$ cat src/rtl/comb_decimator.sv
`default_nettype none
// ============================================================================
// Module      : comb_decimator
// Description : Differentiating, decimating comb stage. Keeps every R-th
//               accepted input word and outputs the difference between that
//               word and the word kept M decimated periods earlier (mod 2^W).
//               Paired with an upstream accumulator it forms the comb half of
//               a one-stage CIC decimator.
//
// Parameters  : W - data width (input and output)
//               R - decimation ratio, R >= 1
//               M - differential delay in decimated samples, 1..4
//
// Ports       : clk       - sole clock, rising edge
//               reset_n   - asynchronous active-low reset
//               clear     - synchronous restart of phase counter and delay line
//               in_valid  - qualifies `in` for one cycle
//               in        - integrated sample, modulo 2^W
//               out_valid - registered single-cycle pulse per decimated output
//               out       - registered difference, held between pulses
//
// Revision    : 1.0 - initial release
// ============================================================================
module comb_decimator #(
    parameter int W = 32,
    parameter int R = 4,
    parameter int M = 1
) (
    input  logic         clk,
    input  logic         reset_n,
    input  logic         clear,
    input  logic         in_valid,
    input  logic [W-1:0] in,
    output logic         out_valid,
    output logic [W-1:0] out
);

    // A one-bit counter is kept even for R=1; it simply never leaves 0.
    localparam int                    c_PHASE_W = (R > 1) ? $clog2(R) : 1;
    localparam logic [c_PHASE_W-1:0] c_LAST    = c_PHASE_W'(R - 1);

    logic [c_PHASE_W-1:0] r_phase;
    logic [W-1:0]         r_dly [M];
    logic [W-1:0]         r_out;
    logic                 r_out_valid;
    logic                 w_keep;

    // The keep cycle is the R-th accepted word since the last restart.
    assign w_keep = in_valid && (r_phase == c_LAST);

    // Phase counter: only accepted words advance it, so gaps in in_valid
    // leave the decimation grid untouched.
    always_ff @(posedge clk or negedge reset_n) begin
        if (!reset_n) begin
            r_phase <= '0;
        end else if (clear) begin
            r_phase <= '0;
        end else if (in_valid) begin
            if (w_keep) begin
                r_phase <= '0;
            end else begin
                r_phase <= r_phase + 1'b1;
            end
        end
    end

    // Delay line of kept samples; r_dly[0] is the most recent. Zero start
    // makes the first M outputs equal to the raw kept samples, which is the
    // exact inverse of an accumulator that also started from zero.
    always_ff @(posedge clk or negedge reset_n) begin
        if (!reset_n) begin
            for (int i = 0; i < M; i++) begin
                r_dly[i] <= '0;
            end
        end else if (clear) begin
            for (int i = 0; i < M; i++) begin
                r_dly[i] <= '0;
            end
        end else if (w_keep) begin
            r_dly[0] <= in;
            for (int i = 1; i < M; i++) begin
                r_dly[i] <= r_dly[i-1];
            end
        end
    end

    // Output stage. The subtraction wraps modulo 2^W so that wrap-around of
    // the upstream accumulator cancels exactly. clear drops the pulse but
    // leaves the last difference on `out`.
    always_ff @(posedge clk or negedge reset_n) begin
        if (!reset_n) begin
            r_out       <= '0;
            r_out_valid <= 1'b0;
        end else if (clear) begin
            r_out_valid <= 1'b0;
        end else if (w_keep) begin
            r_out       <= in - r_dly[M-1];
            r_out_valid <= 1'b1;
        end else begin
            r_out_valid <= 1'b0;
        end
    end

    assign out       = r_out;
    assign out_valid = r_out_valid;

endmodule
`default_nettype wire

$ cat config.mk
export PLATFORM = sky130hd
export DESIGN_NAME = comb_decimator
export DESIGN_NICKNAME = d
export VERILOG_FILES = /design/src/rtl/comb_decimator.sv
export SDC_FILE = /design/constraint.sdc
export NUM_CORES = 1
export LEC_CHECK = 0
export CAP_MARGIN = 30
export CORE_UTILIZATION = 35
export CTS_BUF_LIST = sky130_fd_sc_hd__clkbuf_4 sky130_fd_sc_hd__clkbuf_8 sky130_fd_sc_hd__clkbuf_16
export CTS_CLUSTER_SIZE = 28
export DETAILED_ROUTE_END_ITERATION = 8
export REMOVE_ABC_BUFFERS = 1
export SETUP_SLACK_MARGIN = 0.1
export SLEW_MARGIN = 25
export SYNTH_ARGS = -nofsm -noshare
export SYNTH_HDL_FRONTEND = slang
export SYNTH_SLANG_ARGS = --single-unit
$ cat constraint.sdc
create_clock -name clk -period 4.1 [get_ports clk]
set_clock_uncertainty 0.05 [all_clocks]
set_input_delay 0.82 -clock clk [delete_from_list [all_inputs] [get_ports clk]]
set_output_delay 0.82 -clock clk [all_outputs]
set_load 0.02 [all_outputs]
==> results of run 1 <==
-- worst max-delay path by stage --
stage	depth (start not counted)	slack, ps	to
2_1_floorplan	8	1020	out[18]$_DFFE_PN0P_
4_1_cts	9	760	out[18]$_DFFE_PN0P_
6_report	9	760	out[18]$_DFFE_PN0P_
3_5_place_dp	9	400	out[18]$_DFFE_PN0P_
3_3_place_gp	9	440	out[18]$_DFFE_PN0P_
5_1_grt	9	590	out[22]$_DFFE_PN0P_
-- cell families after synthesis --
| logic type | share of synthesized area (%) |
|---|---|
| AO/OA/AOI/OAI | 26.53 |
| adder cells (fa/ha/maj) | 9.532 |
| flip-flops | 38.01 |
| multiplexers | 0.6809 |
| buffers and inverters | 5.532 |
| AND/OR/NAND/NOR | 15.55 |
| XOR/XNOR | 4.170 |
-- critical path, stage by stage --
cell and delay [ps]:
sky130_fd_sc_hd__clkdlybuf4s50_1 430, sky130_fd_sc_hd__ha_1 400, sky130_fd_sc_hd__and4_4 230, sky130_fd_sc_hd__a221o_1 280, sky130_fd_sc_hd__a211o_1 330, sky130_fd_sc_hd__a311o_1 460, sky130_fd_sc_hd__a311oi_2 280, sky130_fd_sc_hd__xor2_1 180
sky130_fd_sc_hd__o21ai_1 70
-- cell type report --
cell class	instances	area (sq um)
fillers	1164	6583
multi-input cells	365	2494
flip-flops and latches	67	1677
repair buffers	74	720.7
clock buffers	10	239.0
well taps	168	210.2
inverters	40	150.1
clock inverters	6	88.84
-- cell usage after synthesis, types with 7 or more instances --
cell | n | area (sq um)
sky130_fd_sc_hd__a21o_1 | 15 | 112.6
sky130_fd_sc_hd__ha_1 | 32 | 400.4
sky130_fd_sc_hd__nor2_1 | 23 | 86.33
sky130_fd_sc_hd__xor2_1 | 10 | 87.58
sky130_fd_sc_hd__nand3_1 | 8 | 40.04
sky130_fd_sc_hd__nand2_1 | 52 | 195.2
sky130_fd_sc_hd__clkbuf_1 | 24 | 90.09
sky130_fd_sc_hd__xnor2_1 | 11 | 96.34
sky130_fd_sc_hd__a211oi_1 | 7 | 52.55
sky130_fd_sc_hd__o21ai_0 | 39 | 195.2
sky130_fd_sc_hd__inv_1 | 40 | 150.1
sky130_fd_sc_hd__nor3_1 | 9 | 45.04
sky130_fd_sc_hd__a21oi_1 | 24 | 120.1
sky130_fd_sc_hd__dfrtp_1 | 67 | 1677
sky130_fd_sc_hd__a22o_1 | 30 | 262.8
sky130_fd_sc_hd__nand4_1 | 11 | 68.82
-- metal layers --
layer	vias up	track usage (%)	routed length (um)
met5	-	0	0
met4	0	8.312	271
met1	1889	26.40	5793
li1	1932	-	-
met2	102	27.88	4978
met3	23	2.541	418
-- flip-flops by register name, indices dropped and copies added, names as in the netlist --
register / count
out_valid: 1
r_phase: 2
out: 32
r_dly: 32
-- power by group --
group	total, mW	internal, mW	switching, mW
Combinational	0.584	0.272	0.312
Clock	0.862	0.549	0.313
Sequential	0.787	0.738	0.0484
-- cell usage in the layout (no fill, tap or decap), types with 11 or more instances in the layout --
| cell type | instances |
|---|---|
| sky130_fd_sc_hd__clkdlybuf4s50_1 | 67 |
| sky130_fd_sc_hd__dfrtp_1 | 67 |
| sky130_fd_sc_hd__nand2_1 | 52 |
| sky130_fd_sc_hd__inv_1 | 40 |
| sky130_fd_sc_hd__o21ai_0 | 39 |
| sky130_fd_sc_hd__ha_1 | 32 |
| sky130_fd_sc_hd__a22o_1 | 30 |
| sky130_fd_sc_hd__a21oi_1 | 23 |
| sky130_fd_sc_hd__nor2_1 | 23 |
| sky130_fd_sc_hd__a21o_1 | 15 |
| sky130_fd_sc_hd__nand4_1 | 11 |
| sky130_fd_sc_hd__xnor2_1 | 11 |
-- stage by stage --
stage          util (%)  setup WS [ps]
6_report          45.87          761.5
5_1_grt           45.87          591.5
4_1_cts           45.87          755.8
3_5_place_dp      43.18          398.0
3_3_place_gp      43.18          437.9
2_1_floorplan         -           1021
==> impl_metrics.sql, run 1 <==
INSERT INTO impl_metrics (metric_group, metric, value, unit) VALUES
('route', 'detailedRoute.firstPassIterationCount', '5', ''),
('setup_path', 'timing.reg2reg.worst_path_depth', '9', ''),
('sta', 'worst_slew_margin_rel', '54.58', '%'),
('pwr', 'vdd_drop_max', '0.1608', 'mV'),
('route', 'routedWlPerCell', '15.70', 'um'),
('clock_network', 'post_cts.resized_instances', '0', ''),
('logic_synthesis', 'synthFlopType', 'sky130_fd_sc_hd__dfrtp_1', ''),
('placement', 'placement.io_buffers', '68', ''),
('setup_path', 'end_kind', 'register', ''),
('pwr', 'power-per-cell-area', '400.1', 'nW/um^2'),
('clock_network', 'clock_path_buffers', '2', ''),
('sta', 'rsz0062_at_grt', 'no', ''),
('floorplanning', 'initial_utilization', '36.27', '%'),
('route', 'drt_via_density', '5.405', ''),
('setup_path', 'crit_arrival', '3490', 'ps'),
('logic_synthesis', 'ys_ff_latch', '67', ''),
('sta', 'period_minus_slack', '3339', 'ps'),
('logic_synthesis', 'ys_types', '55', ''),
('floorplanning', 'dieArea', '13050', 'sq um'),
('clock_network', 'clkSinkCount', '67', ''),
('setup_path', 'setup.worst_path.start_class', 'input pin', ''),
('clock_network', 'clk_root_buffer_cell', 'sky130_fd_sc_hd__clkbuf_16', ''),
('job', 'max_cap_viol_count', '0', ''),
('cells_and_area', 'instances_no_fill', '730', ''),
('placement', 'globalplace.congestion', '0.8462', ''),
('setup_path', 'crit_path_start', 'in[8]', ''),
('cells_and_area', 'final_area', '5579', 'sq um'),
('sta', 'finalCritPeriodShare', '81.43', '%'),
('route', 'vias', '3946', ''),
('global_route', 'grt_pass1_vias', '3856', ''),
('logic_synthesis', 'synth_cells', '497', ''),
('global_route', 'pin_count_of_the_biggest_net_entering_global_routing', '71', ''),
('placement', 'placed_area', '5251', 'sq um'),
('floorplanning', 'floorplan.core_area', '12160', 'sq um'),
('placement', 'numPlacedInstances', '714', ''),
('hold_path', 'min_path_type', 'input pin to async pin', ''),
('sta', 'worst_pin_slew', '680.6', 'ps'),
('floorplanning', 'chipWidth', '114.3', 'um'),
('logic_synthesis', 'synth_area_per_cell', '8.874', 'sq um'),
('sta', 'hold_viol', '0', ''),
('run_status', 'status', 'complete, no violations', ''),
('floorplanning', 'die_h', '114.3', 'um'),
('clock_network', 'clock_latency', '340', 'ps'),
('setup_path', 'worstSetupPathType', 'input pin to register', ''),
('floorplanning', 'pin_count', '69', ''),
('route', 'drc', '0', ''),
('pwr', 'design_power_total', '2.232', 'mW'),
('global_route', 'initial_antenna_violation_count', '0', ''),
('global_route', 'grt_usage', '18.53', '%'),
('sta', 'setup_total_negative_slack', '0', 'ps'),
('setup_path', 'reg2reg_setup_slack', '1310', 'ps'),
('logic_synthesis', 'synth_async_sr_flop_share', '100.0', '%'),
('clock_network', 'cts.reportedPaths.clkPinSlew', '60', 'ps'),
('global_route', 'grt_pass1_wl', '19120', 'um'),
('clock_network', 'cts.hold.buffers_added', '0', ''),
('clock_network', 'clock_tree.htree_level_count', '3', ''),
('route', 'finalWirelength', '11460', 'um'),
('setup_path', 'worst-endpoint-required', '4250', 'ps'),
('clock_network', 'buffers_inserted_by_post_cts_timing_repair', '0', ''),
('floorplanning', 'row_count', '40', ''),
('cells_and_area', 'insertedDiodeCount', '0', ''),
('cells_and_area', 'layout-drive-gt1-share', '5.516', '%'),
('setup_path', 'r2r-end', 'out[18]$_DFFE_PN0P_', ''),
('clock_network', 'cts_tree', 'done', ''),
('logic_synthesis', 'netlist_area', '4410', 'sq um'),
('sta', 'final.hold.worst_slack', '275.5', 'ps'),
('sta', 'timing_max_transition_violations_final', '0', ''),
('route', 'ant_nets', '0', ''),
('cells_and_area', 'flow.area_growth_from_synthesis', '26.50', '%'),
('global_route', 'grt.overflow.total', '0', ''),
('pwr', 'total_leakage_power', '2.428', 'nW'),
('cells_and_area', 'count_of_nets_after_finishing', '626', ''),
('logic_synthesis', 'synth_enable_flop_cells', '0', ''),
('setup_path', 'critPathMaxFanout', '7', ''),
('clock_network', 'cts-buffers-inserted', '9', ''),
('route', 'detailedRoute.firstIterationViolations', '296', ''),
('logic_synthesis', 'yosys_warnings', '0', ''),
('sta', 'max_freq', '0.2995', 'GHz'),
('logic_synthesis', 'synth-seq-area-share', '38.01', '%'),
('setup_path', 'worst_r2r_startpoint', 'r_dly[8]$_DFFE_PN0P_', ''),
('sta', 'report.final.setup_viol', '0', ''),
('placement', 'post-dp-hpwl', '8352', 'um');
(Power assumes the default switching activity.)
==> run 2: changes to the inputs <==
==> constraint.sdc (replaced) <==
create_clock -name clk -period 3.3 [get_ports clk]
set_clock_uncertainty 0.05 [all_clocks]
set_input_delay 0.66 -clock clk [delete_from_list [all_inputs] [get_ports clk]]
set_output_delay 0.66 -clock clk [all_outputs]
set_load 0.02 [all_outputs]
==> impl_metrics.sql, run 2 (same netlist as run 1, synthesis figures left out) <==
INSERT INTO impl_metrics (metric_group, metric, value, unit) VALUES
('cells_and_area', 'layout-drive-gt1-share', '10.02', '%'),
('clock_network', 'clock_tree.htree_level_count', '3', ''),
('pwr', 'p_sw', '806.6', 'uW'),
('placement', 'detailedPlace.worstSlack', '-85.64', 'ps'),
('clock_network', 'clkSinkCount', '67', ''),
('floorplanning', 'row_count', '40', ''),
('cells_and_area', 'multiInputGateArea', '2499', 'sq um'),
('cells_and_area', 'count_of_nets_after_finishing', '653', ''),
('cells_and_area', 'mostFrequentLayoutCells', 'sky130_fd_sc_hd__clkdlybuf4s50_1, sky130_fd_sc_hd__dfrtp_1, sky130_fd_sc_hd__nand2_1, sky130_fd_sc_hd__inv_1, sky130_fd_sc_hd__o21ai_0', ''),
('route', 'detailedRoute.firstIterationViolations', '276', ''),
('sta', 'max_freq', '0.3332', 'GHz'),
('pwr', 'power.share.switching', '30.04', '%'),
('floorplanning', 'initial_utilization', '36.27', '%'),
('placement', 'placement.io_buffers', '68', ''),
('cells_and_area', 'layout.filler_cells', '1201', ''),
('sta', 'finalCritPeriodShare', '90.95', '%'),
('sta', 'worst_pin_slew', '489.7', 'ps'),
('cells_and_area', 'instances_no_fill', '757', ''),
('global_route', 'grt_pass1_wl', '19450', 'um'),
('pwr', 'p_int', '1.878', 'mW'),
('clock_network', 'cts_tree', 'done', ''),
('cells_and_area', 'ff_latch_area', '1677', 'sq um'),
('clock_network', 'clock_path_buffers', '2', ''),
('clock_network', 'cts-buffers-inserted', '9', ''),
('route', 'drt_via_density', '5.279', ''),
('route', 'finalWirelength', '11440', 'um'),
('floorplanning', 'die_h', '114.3', 'um'),
('setup_path', 'worst-endpoint-required', '3460', 'ps'),
('clock_network', 'clk_root_buffer_cell', 'sky130_fd_sc_hd__clkbuf_16', ''),
('global_route', 'grt.overflow.total', '0', ''),
('sta', 'report.final.setup_viol', '0', ''),
('route', 'vias', '3996', ''),
('placement', 'numPlacedInstances', '740', ''),
('global_route', 'pin_count_of_the_biggest_net_entering_global_routing', '72', ''),
('run_status', 'status', 'complete, no violations', ''),
('route', 'ant_nets', '0', ''),
('sta', 'hold_viol', '0', ''),
('route', 'drc', '0', ''),
('clock_network', 'cts.reportedPaths.clkPinSlew', '50', 'ps'),
('route', 'routedWlPerCell', '15.11', 'um'),
('floorplanning', 'floorplan.core_area', '12160', 'sq um'),
('clock_network', 'clock_latency', '340', 'ps'),
('sta', 'worst_slew_margin_rel', '67.32', '%'),
('floorplanning', 'chipWidth', '114.3', 'um'),
('floorplanning', 'dieArea', '13050', 'sq um'),
('global_route', 'grt_usage', '18.94', '%'),
('clock_network', 'cts.hold.buffers_added', '0', ''),
('pwr', 'seq_power_share', '36.3', '%'),
('pwr', 'power.share.combinational', '28.2', '%'),
('placement', 'post-dp-hpwl', '8507', 'um'),
('global_route', 'initial_antenna_violation_count', '0', ''),
('sta', 'setup_ws', '298.6', 'ps'),
('cells_and_area', 'insertedDiodeCount', '0', ''),
('route', 'detailedRoute.firstPassIterationCount', '5', ''),
('setup_path', 'end_kind', 'register', ''),
('pwr', 'power-per-cell-area', '464.1', 'nW/um^2'),
('setup_path', 'critPathMaxFanout', '3', ''),
('pwr', 'total_leakage_power', '2.570', 'nW'),
('cells_and_area', 'final_core_utilization', '47.57', '%'),
('pwr', 'vdd_drop_max', '0.1784', 'mV'),
('setup_path', 'worstSetupPathType', 'input pin to register', ''),
('global_route', 'grt_pass1_vias', '4003', ''),
('clock_network', 'buffers_inserted_by_post_cts_timing_repair', '0', ''),
('setup_path', 'crit_arrival', '3160', 'ps'),
('sta', 'timing_max_transition_violations_final', '0', ''),
('placement', 'globalplace.congestion', '0.8614', ''),
('hold_path', 'min_path_type', 'input pin to async pin', ''),
('cells_and_area', 'flow.area_growth_from_synthesis', '31.18', '%'),
('floorplanning', 'pin_count', '69', ''),
('job', 'max_cap_viol_count', '0', ''),
('setup_path', 'setup.worst_path.start_class', 'input pin', ''),
('sta', 'period_minus_slack', '3001', 'ps'),
('pwr', 'clockPowerShare', '35.4', '%'),
('sta', 'rsz0062_at_grt', 'no', '');
## run 2: changes by cell type in the layout (fill, tap and decap cells not counted)
cell / before / now
sky130_fd_sc_hd__buf_12: 0 / 1
sky130_fd_sc_hd__clkinvlp_4: 2 / 0
sky130_fd_sc_hd__clkinv_2: 1 / 3
sky130_fd_sc_hd__bufinv_16: 2 / 1
sky130_fd_sc_hd__a211oi_2: 0 / 1
sky130_fd_sc_hd__a211oi_1: 7 / 6
sky130_fd_sc_hd__clkbuf_4: 0 / 2
sky130_fd_sc_hd__a21boi_0: 2 / 1
sky130_fd_sc_hd__buf_16: 0 / 1
sky130_fd_sc_hd__buf_4: 6 / 31
sky130_fd_sc_hd__a21boi_1: 0 / 1
sky130_fd_sc_hd__clkbuf_8: 1 / 0
## run 2: layout make-up
type	count	area share (%)
flip-flops and latches	67	28.98
repair buffers	101	16.52
clock buffers	11	4.152
inverters	40	2.595
multi-input cells	365	43.19
clock inverters	5	0.9299
well taps	168	3.633
## run 2: repair_timing
| action | 4_1_cts | 5_1_grt |
|---|---|---|
| resized for setup | 0 | 2 |
| endpoints found under the hold margin | 0 | 0 |
| setup endpoints to repair | 0 | 2 |
## run 2: worst max-delay path, cell delays in order
cell and delay, ps:
sky130_fd_sc_hd__clkdlybuf4s50_1 450, sky130_fd_sc_hd__inv_1 60, sky130_fd_sc_hd__ha_1 230, sky130_fd_sc_hd__fa_1 390, sky130_fd_sc_hd__nor2b_1 160, sky130_fd_sc_hd__o31a_1 190, sky130_fd_sc_hd__a211o_1 190, sky130_fd_sc_hd__o211ai_1 170
sky130_fd_sc_hd__a31oi_1 330, sky130_fd_sc_hd__mux2i_1 240, sky130_fd_sc_hd__o211ai_1 100
## run 2: power groups by stage
stage	registers [mW]	clock network, mW	logic (mW)
detailed placement	0.991	0	0.753
global route	0.988	1.02	0.830
finish	0.976	0.952	0.757
global placement	0.990	0	0.745
CTS	0.978	0.973	0.756
floorplan	1.09	0	0.286
## run 2: per-stage QoR
stage / instance area [sq um] / setup TNS (ps) / hold slack, ps / total power [mW]
2_1_floorplan: 4317 / 0 / 314.4 / 1.377
3_3_place_gp: 5459 / -143.0 / 412.0 / 1.735
3_5_place_dp: 5459 / -253.8 / 419.1 / 1.745
4_1_cts: 5753 / 0 / 431.6 / 2.708
5_1_grt: 5786 / 0 / 288.4 / 2.834
6_report: 5786 / 0 / 259.4 / 2.685
## run 2: final timing paths
check	start	endpoint	slack [ps]	cells past startpoint
worst max-delay path	in[0]	out[28]$_DFFE_PN0P_	300	11
worst min-delay path	reset_n	out[11]$_DFFE_PN0P_	260	2
worst max register to register	r_dly[8]$_DFFE_PN0P_	out[18]$_DFFE_PN0P_	700	9
worst min register to register	out[3]$_DFFE_PN0P_	out[3]$_DFFE_PN0P_	420	2
max in group asynchronous	reset_n	r_dly[24]$_DFFE_PN0P_	2420	3
min in group clk	out[3]$_DFFE_PN0P_	out[3]$_DFFE_PN0P_	420	2
## run 2: routing by layer
layer / track usage [%] / vias up / share of wire, % / routed length [um]
li1: - / 1980 / - / -
met1: 25.91 / 1912 / 49 / 5596
met2: 29.90 / 90 / 46 / 5213
met3: 2.965 / 14 / 3.6 / 413
met4: 7.706 / 0 / 1.9 / 214
met5: 0 / - / 0 / 0
==> RTL edit 1 (flow settings as in run 2) <==
Register the inputs `clear`, `in_valid` and `in` before use, without a reset. The logic sees them one clock later. Comments in the files are not updated.
--- a/src/rtl/comb_decimator.sv
+++ b/src/rtl/comb_decimator.sv
@@ -40,4 +40,14 @@
     localparam logic [c_PHASE_W-1:0] c_LAST    = c_PHASE_W'(R - 1);
 
+    logic clear_q;
+    logic in_valid_q;
+    logic [W-1:0] in_q;
+
+    always_ff @(posedge clk) begin
+        clear_q    <= clear;
+        in_valid_q <= in_valid;
+        in_q       <= in;
+    end
+
     logic [c_PHASE_W-1:0] r_phase;
     logic [W-1:0]         r_dly [M];
@@ -47,5 +57,5 @@
 
     // The keep cycle is the R-th accepted word since the last restart.
-    assign w_keep = in_valid && (r_phase == c_LAST);
+    assign w_keep = in_valid_q && (r_phase == c_LAST);
 
     // Phase counter: only accepted words advance it, so gaps in in_valid
@@ -54,7 +64,7 @@
         if (!reset_n) begin
             r_phase <= '0;
-        end else if (clear) begin
+        end else if (clear_q) begin
             r_phase <= '0;
-        end else if (in_valid) begin
+        end else if (in_valid_q) begin
             if (w_keep) begin
                 r_phase <= '0;
@@ -73,10 +83,10 @@
                 r_dly[i] <= '0;
             end
-        end else if (clear) begin
+        end else if (clear_q) begin
             for (int i = 0; i < M; i++) begin
                 r_dly[i] <= '0;
             end
         end else if (w_keep) begin
-            r_dly[0] <= in;
+            r_dly[0] <= in_q;
             for (int i = 1; i < M; i++) begin
                 r_dly[i] <= r_dly[i-1];
@@ -92,8 +102,8 @@
             r_out       <= '0;
             r_out_valid <= 1'b0;
-        end else if (clear) begin
+        end else if (clear_q) begin
             r_out_valid <= 1'b0;
         end else if (w_keep) begin
-            r_out       <= in - r_dly[M-1];
+            r_out       <= in_q - r_dly[M-1];
             r_out_valid <= 1'b1;
         end else begin
Check against the original RTL: not equivalent (a bounded check fails within 10 cycles, from zero or initial values and one cycle with reset_n low).
==> RTL edit 1 against run 2 <==
- maximum frequency rose by 2.4%
- worst setup slack improved by 0.070 ns
- power rose by 19%
- sequential cell count rose by 34
- cell area rose by 5.5%
- critical path depth fell by 1
- area after synthesis rose by 11%
- non-clock buffer count fell by 27
- synthesized cell count rose by 2.2%
- sequential power rose by 45%
- routed wire length fell by 4.1%
- combinational power fell by 9.2%
- highest routed layer unchanged
==> RTL edit 1: results (changes against run 2) <==
INFO  cells_and_area nonClockInverterCount=39 [was 40]
INFO  status         status=finished clean [unchanged]
INFO  cells_and_area synthToLayoutAreaGrowth=24.1% [was 31.2%]
INFO  cells_and_area final-clk-cell-share=5.10% [was 5.08%]
INFO  setup_path     worst_r2r_path_depth=10 [was 9]
INFO  drt            drt_iter0_markers=206 [was 276]
INFO  setup_path     cp-startpoint=r_dly[0] [was in[0]]
INFO  drt            met3RoutedLength=336um [was 413 um]
INFO  drt            detail_route.wirelength.met1=5480um [was 5600 um]
INFO  global_route   gr-usage-met3=2.97% [was 2.96%]
INFO  setup_path     critical_path.slowest_cell=sky130_fd_sc_hd__nor3b_1 [was sky130_fd_sc_hd__clkdlybuf4s50_1]
INFO  synth          synth_seq_area_share=47.9% [was 38.0%]
INFO  global_route   via_count_of_the_first_global_routing_pass=3,775 [was 4,003]
INFO  clocking       clk_transition_reported_paths=0.07ns [was 0.05 ns]
INFO  drt            drt-vias-per-instance=5.11 [was 5.28]
INFO  global_route   wire_length_of_the_first_global_routing_pass=18,800um [was 19,500 um]
INFO  drt            drt-pass1-iter-count=4 [was 5]
INFO  power_and_ir_drop vdd_drop_max=218uV [was 178 uV]
INFO  clocking       tritoncts_num_sinks=101 [was 67]
INFO  power_and_ir_drop power.leakage=0.00262uW [was 0.00257 uW]
INFO  global_route   global_route.usage.met1=22.3% [was 25.9%]
INFO  place          dp.cells=736 [was 740]
INFO  synth          synth.area.top_cells=sky130_fd_sc_hd__dfrtp_1 34%, sky130_fd_sc_hd__dfxtp_1 14%, sky130_fd_sc_hd__ha_1 8.1% [was sky130_fd_sc_hd__dfrtp_1 38%, sky130_fd_sc_hd__ha_1 9.1%, sky130_fd_sc_hd__a22o_1 6.0%]
INFO  place          post-dp-hpwl=8180um [was 8510 um]
INFO  cells_and_area sequential_cell_area=0.00236mm2 [was 0.00168 mm2]
INFO  cells_and_area proportion_of_cell_area_occupied_by_multi_input_gates=38.3% [was 43.2%]
INFO  global_route   groute.layer.met2.usage=26.3% [was 29.9%]
INFO  drt            vias=3,844 [was 3,996]
INFO  place          postPlaceCellArea=0.00579mm2 [was 0.00546 mm2]
INFO  synth          synth_cell_type_count=52 [was 55]
INFO  cells_and_area buffer_area_share=12.0% [was 16.5%]
INFO  timing         timing.final.crit_period=2.93ns [was 3.00 ns]
INFO  cells_and_area drive_above_1_share=5.03% [was 10.0%]
INFO  setup_path     timing.reg2reg.setup_slack=0.37ns [was 0.70 ns]
INFO  cells_and_area fill_cells=1,325 [was 1,201]
INFO  floorplan      num_rows=42 [was 40]
INFO  place          dp_worst_setup_slack=0.401ns [was -0.0856 ns]
INFO  place          gp_congestion=0.831 [was 0.861]
INFO  synth          async_set_or_reset_flop_fraction_in_the_synthesized_netlist=66.3% [was 100%]
RTL edit 1: cell count changes in the layout (fill, tap and decap cells not counted), sizes merged, moves of 5 or more:
cell | before | now
a21o | 15 | 8
a21oi | 24 | 30
buf | 34 | 7
dfxtp | 0 | 34
o211ai | 6 | 1
o21ai | 41 | 51
xor2 | 10 | 16
RTL edit 1: cell families (layout without fill, tap and decap cells):
kind of cell | count (synthesis) | count (layout) | share of synthesized area, %
buffers and inverters | 61 | 129 | 4.66
flip-flops | 101 | 101 | 47.9
adder cells (fa/ha/maj) | 33 | 33 | 8.55
XOR/XNOR | 27 | 27 | 4.81
AO/OA/AOI/OAI | 165 | 165 | 22.2
AND/OR/NAND/NOR | 119 | 119 | 11.4
multiplexers | 2 | 2 | 0.407
RTL edit 1: power breakdown:
group          leakage, uW  switching, uW  internal [uW]
sequential         0.00121           70.2           1350
combinational      0.00126            362            325
clock             0.000157            440            646
==> RTL edit 2 (flow settings as in run 2) <==
Without the edit above. The parameter `R` goes from 4 to 16.
--- a/src/rtl/comb_decimator.sv
+++ b/src/rtl/comb_decimator.sv
@@ -24,5 +24,5 @@
 module comb_decimator #(
     parameter int W = 32,
-    parameter int R = 4,
+    parameter int R = 16,
     parameter int M = 1
 ) (
Formal check against the unedited RTL: not equivalent (Yosys sat finds a counterexample within 10 cycles, from zero or initial values and one cycle with reset_n low).
==> RTL edit 2 against run 2 <==
- synthesized cell count is 16% higher
- critical endpoint is now out[18]
- die area is 5.3% higher
- routed wire length is 6.9% higher
- worst hold slack worse by 0.0028 ns
- area after synthesis is 5.4% higher
- worst setup slack better by 0.020 ns
- sequential cell count is 2 higher
- register-to-register slack better by 0.11 ns
- critical path type unchanged
- largest cell class unchanged
- cell area is 2.2% higher
Power is not compared: it rests on default switching activity, and its combinational part moved more than twofold at a synthesized area within 25%.
==> RTL edit 2: results (changes against run 2) <==
INFO  synth          post_synth_most_frequent_cells=126 x sky130_fd_sc_hd__nand2_1, 79 x sky130_fd_sc_hd__a21oi_1, 69 x sky130_fd_sc_hd__dfrtp_1 [was 67 x sky130_fd_sc_hd__dfrtp_1, 52 x sky130_fd_sc_hd__nand2_1, 40 x sky130_fd_sc_hd__inv_1]
INFO  setup_path     crit_fanout=7 [was 3]
INFO  drt            detail_route.wl_per_cell=14.8um [was 15.1 um]
INFO  drt            detailroute.wirelength.met2=5410um [was 5210 um]
INFO  synth          synth_seq_area_share=37.1% [was 38.0%]
INFO  place          gp_congestion=0.895 [was 0.861]
INFO  global_route   groute.layer.met2.usage=29.0% [was 29.9%]
INFO  cells_and_area drive_above_1_share=8.59% [was 10.0%]
INFO  global_route   grtUsageTotal=19.1% [was 18.9%]
INFO  drt            drt-vias-per-instance=5.18 [was 5.28]
INFO  cells_and_area fill_cells=1,272 [was 1,201]
INFO  place          dp.cells=807 [was 740]
INFO  drt            highest_layer=met4 [unchanged]
INFO  setup_path     timing.reg2reg.setup_slack=0.81ns [was 0.70 ns]
INFO  global_route   global_route.usage.met1=28.0% [was 25.9%]
INFO  global_route   wire_length_of_the_first_global_routing_pass=20,100um [was 19,500 um]
INFO  cells_and_area final_util=46.3% [was 47.6%]
INFO  synth          synth_cell_type_count=61 [was 55]
INFO  global_route   via_count_of_the_first_global_routing_pass=4,028 [was 4,003]
INFO  min_path       hold_path_class=in -> async [unchanged]
INFO  timing         worst_slack_on_hold_paths=0.257ns [was 0.259 ns]
INFO  drt            detail_route.wirelength.met1=6110um [was 5600 um]
INFO  global_route   initial_antenna_violation_count=0 [unchanged]
INFO  place          dp_worst_setup_slack=0.00875ns [was -0.0856 ns]
INFO  place          postPlaceCellArea=0.00558mm2 [was 0.00546 mm2]
INFO  synth          synth.area.top_cells=sky130_fd_sc_hd__dfrtp_1 37%, sky130_fd_sc_hd__nand2_1 10%, sky130_fd_sc_hd__ha_1 8.6% [was sky130_fd_sc_hd__dfrtp_1 38%, sky130_fd_sc_hd__ha_1 9.1%, sky130_fd_sc_hd__a22o_1 6.0%]
INFO  timing         period_share=90.3% [was 91.0%]
INFO  drt            met3RoutedLength=552um [was 413 um]
INFO  setup_path     cp.arrival=3.20ns [was 3.16 ns]
INFO  drt            vias=4,267 [was 3,996]
INFO  place          post-dp-hpwl=9270um [was 8510 um]
INFO  status         status=finished clean [unchanged]
INFO  drt            drt_iter0_markers=261 [was 276]
INFO  global_route   gr-usage-met3=3.09% [was 2.96%]
INFO  synth          synth.avg_cell_area=8.09um2 [was 8.87 um2]
INFO  clocking       post_cts_resize_count=0 [unchanged]
INFO  clocking       postCtsSetupBuffers=0 [unchanged]
INFO  global_route   grt_max_degree=37 [was 72]
INFO  cells_and_area nNetsFinal=716 [was 653]
INFO  timing         timing_worst_slew_pin_value=0.556ns [was 0.490 ns]
INFO  clocking       tritoncts_num_sinks=69 [was 67]
[RTL edit 2: kinds of logic (layout without fill, tap and decap cells)]
logic type      Yosys count  count (layout)  synth area share [%]
buf+inv                  68             145                  5.81
simple gates            204             204                  19.7
flops                    69              69                  37.1
xor+xnor                 26              26                  4.90
compound gates          170             170                  22.3
mux                       5               5                  1.13
fa+ha+maj                33              33                  9.04
[RTL edit 2: worst max-delay path, stage by stage]
cell                              delay, ns
sky130_fd_sc_hd__clkdlybuf4s50_1       0.49
sky130_fd_sc_hd__inv_1                 0.05
sky130_fd_sc_hd__ha_1                  0.22
sky130_fd_sc_hd__fa_1                  0.41
sky130_fd_sc_hd__nand2b_1              0.18
sky130_fd_sc_hd__a21oi_1               0.28
sky130_fd_sc_hd__o31ai_1               0.13
sky130_fd_sc_hd__o211ai_2              0.17
sky130_fd_sc_hd__a211oi_2              0.12
sky130_fd_sc_hd__or4_1                 0.41
sky130_fd_sc_hd__nand3_1               0.08
[RTL edit 2: worst paths after layout]
check | startpoint | endpoint | depth (start not counted)
hold / removal | reset_n | out[0] | 1
max in group asynchronous | reset_n | out[15] | 2
min in group clk | out[23] | out[23] | 2
setup reg to reg | r_dly[8] | out[25] | 9
setup / recovery | in[0] | out[18] | 11
hold reg to reg | out[23] | out[23] | 2
[RTL edit 2: final cells by class]
class	instances	area share, %
clock buffers	11	4.17
repair buffers	91	14.7
clock inverters	5	1.02
inverters	38	2.41
flip-flops and latches	69	29.2
multi-input cells	438	44.9
well taps	172	3.64
[RTL edit 2: power groups by stage]
stage	registers (uW)	logic [uW]	clock network [uW]
final	850	332	992
after detailed placement	866	326	0
after floorplan	865	181	0
after CTS	850	328	1020
after global routing	850	368	1050
after global placement	865	323	0
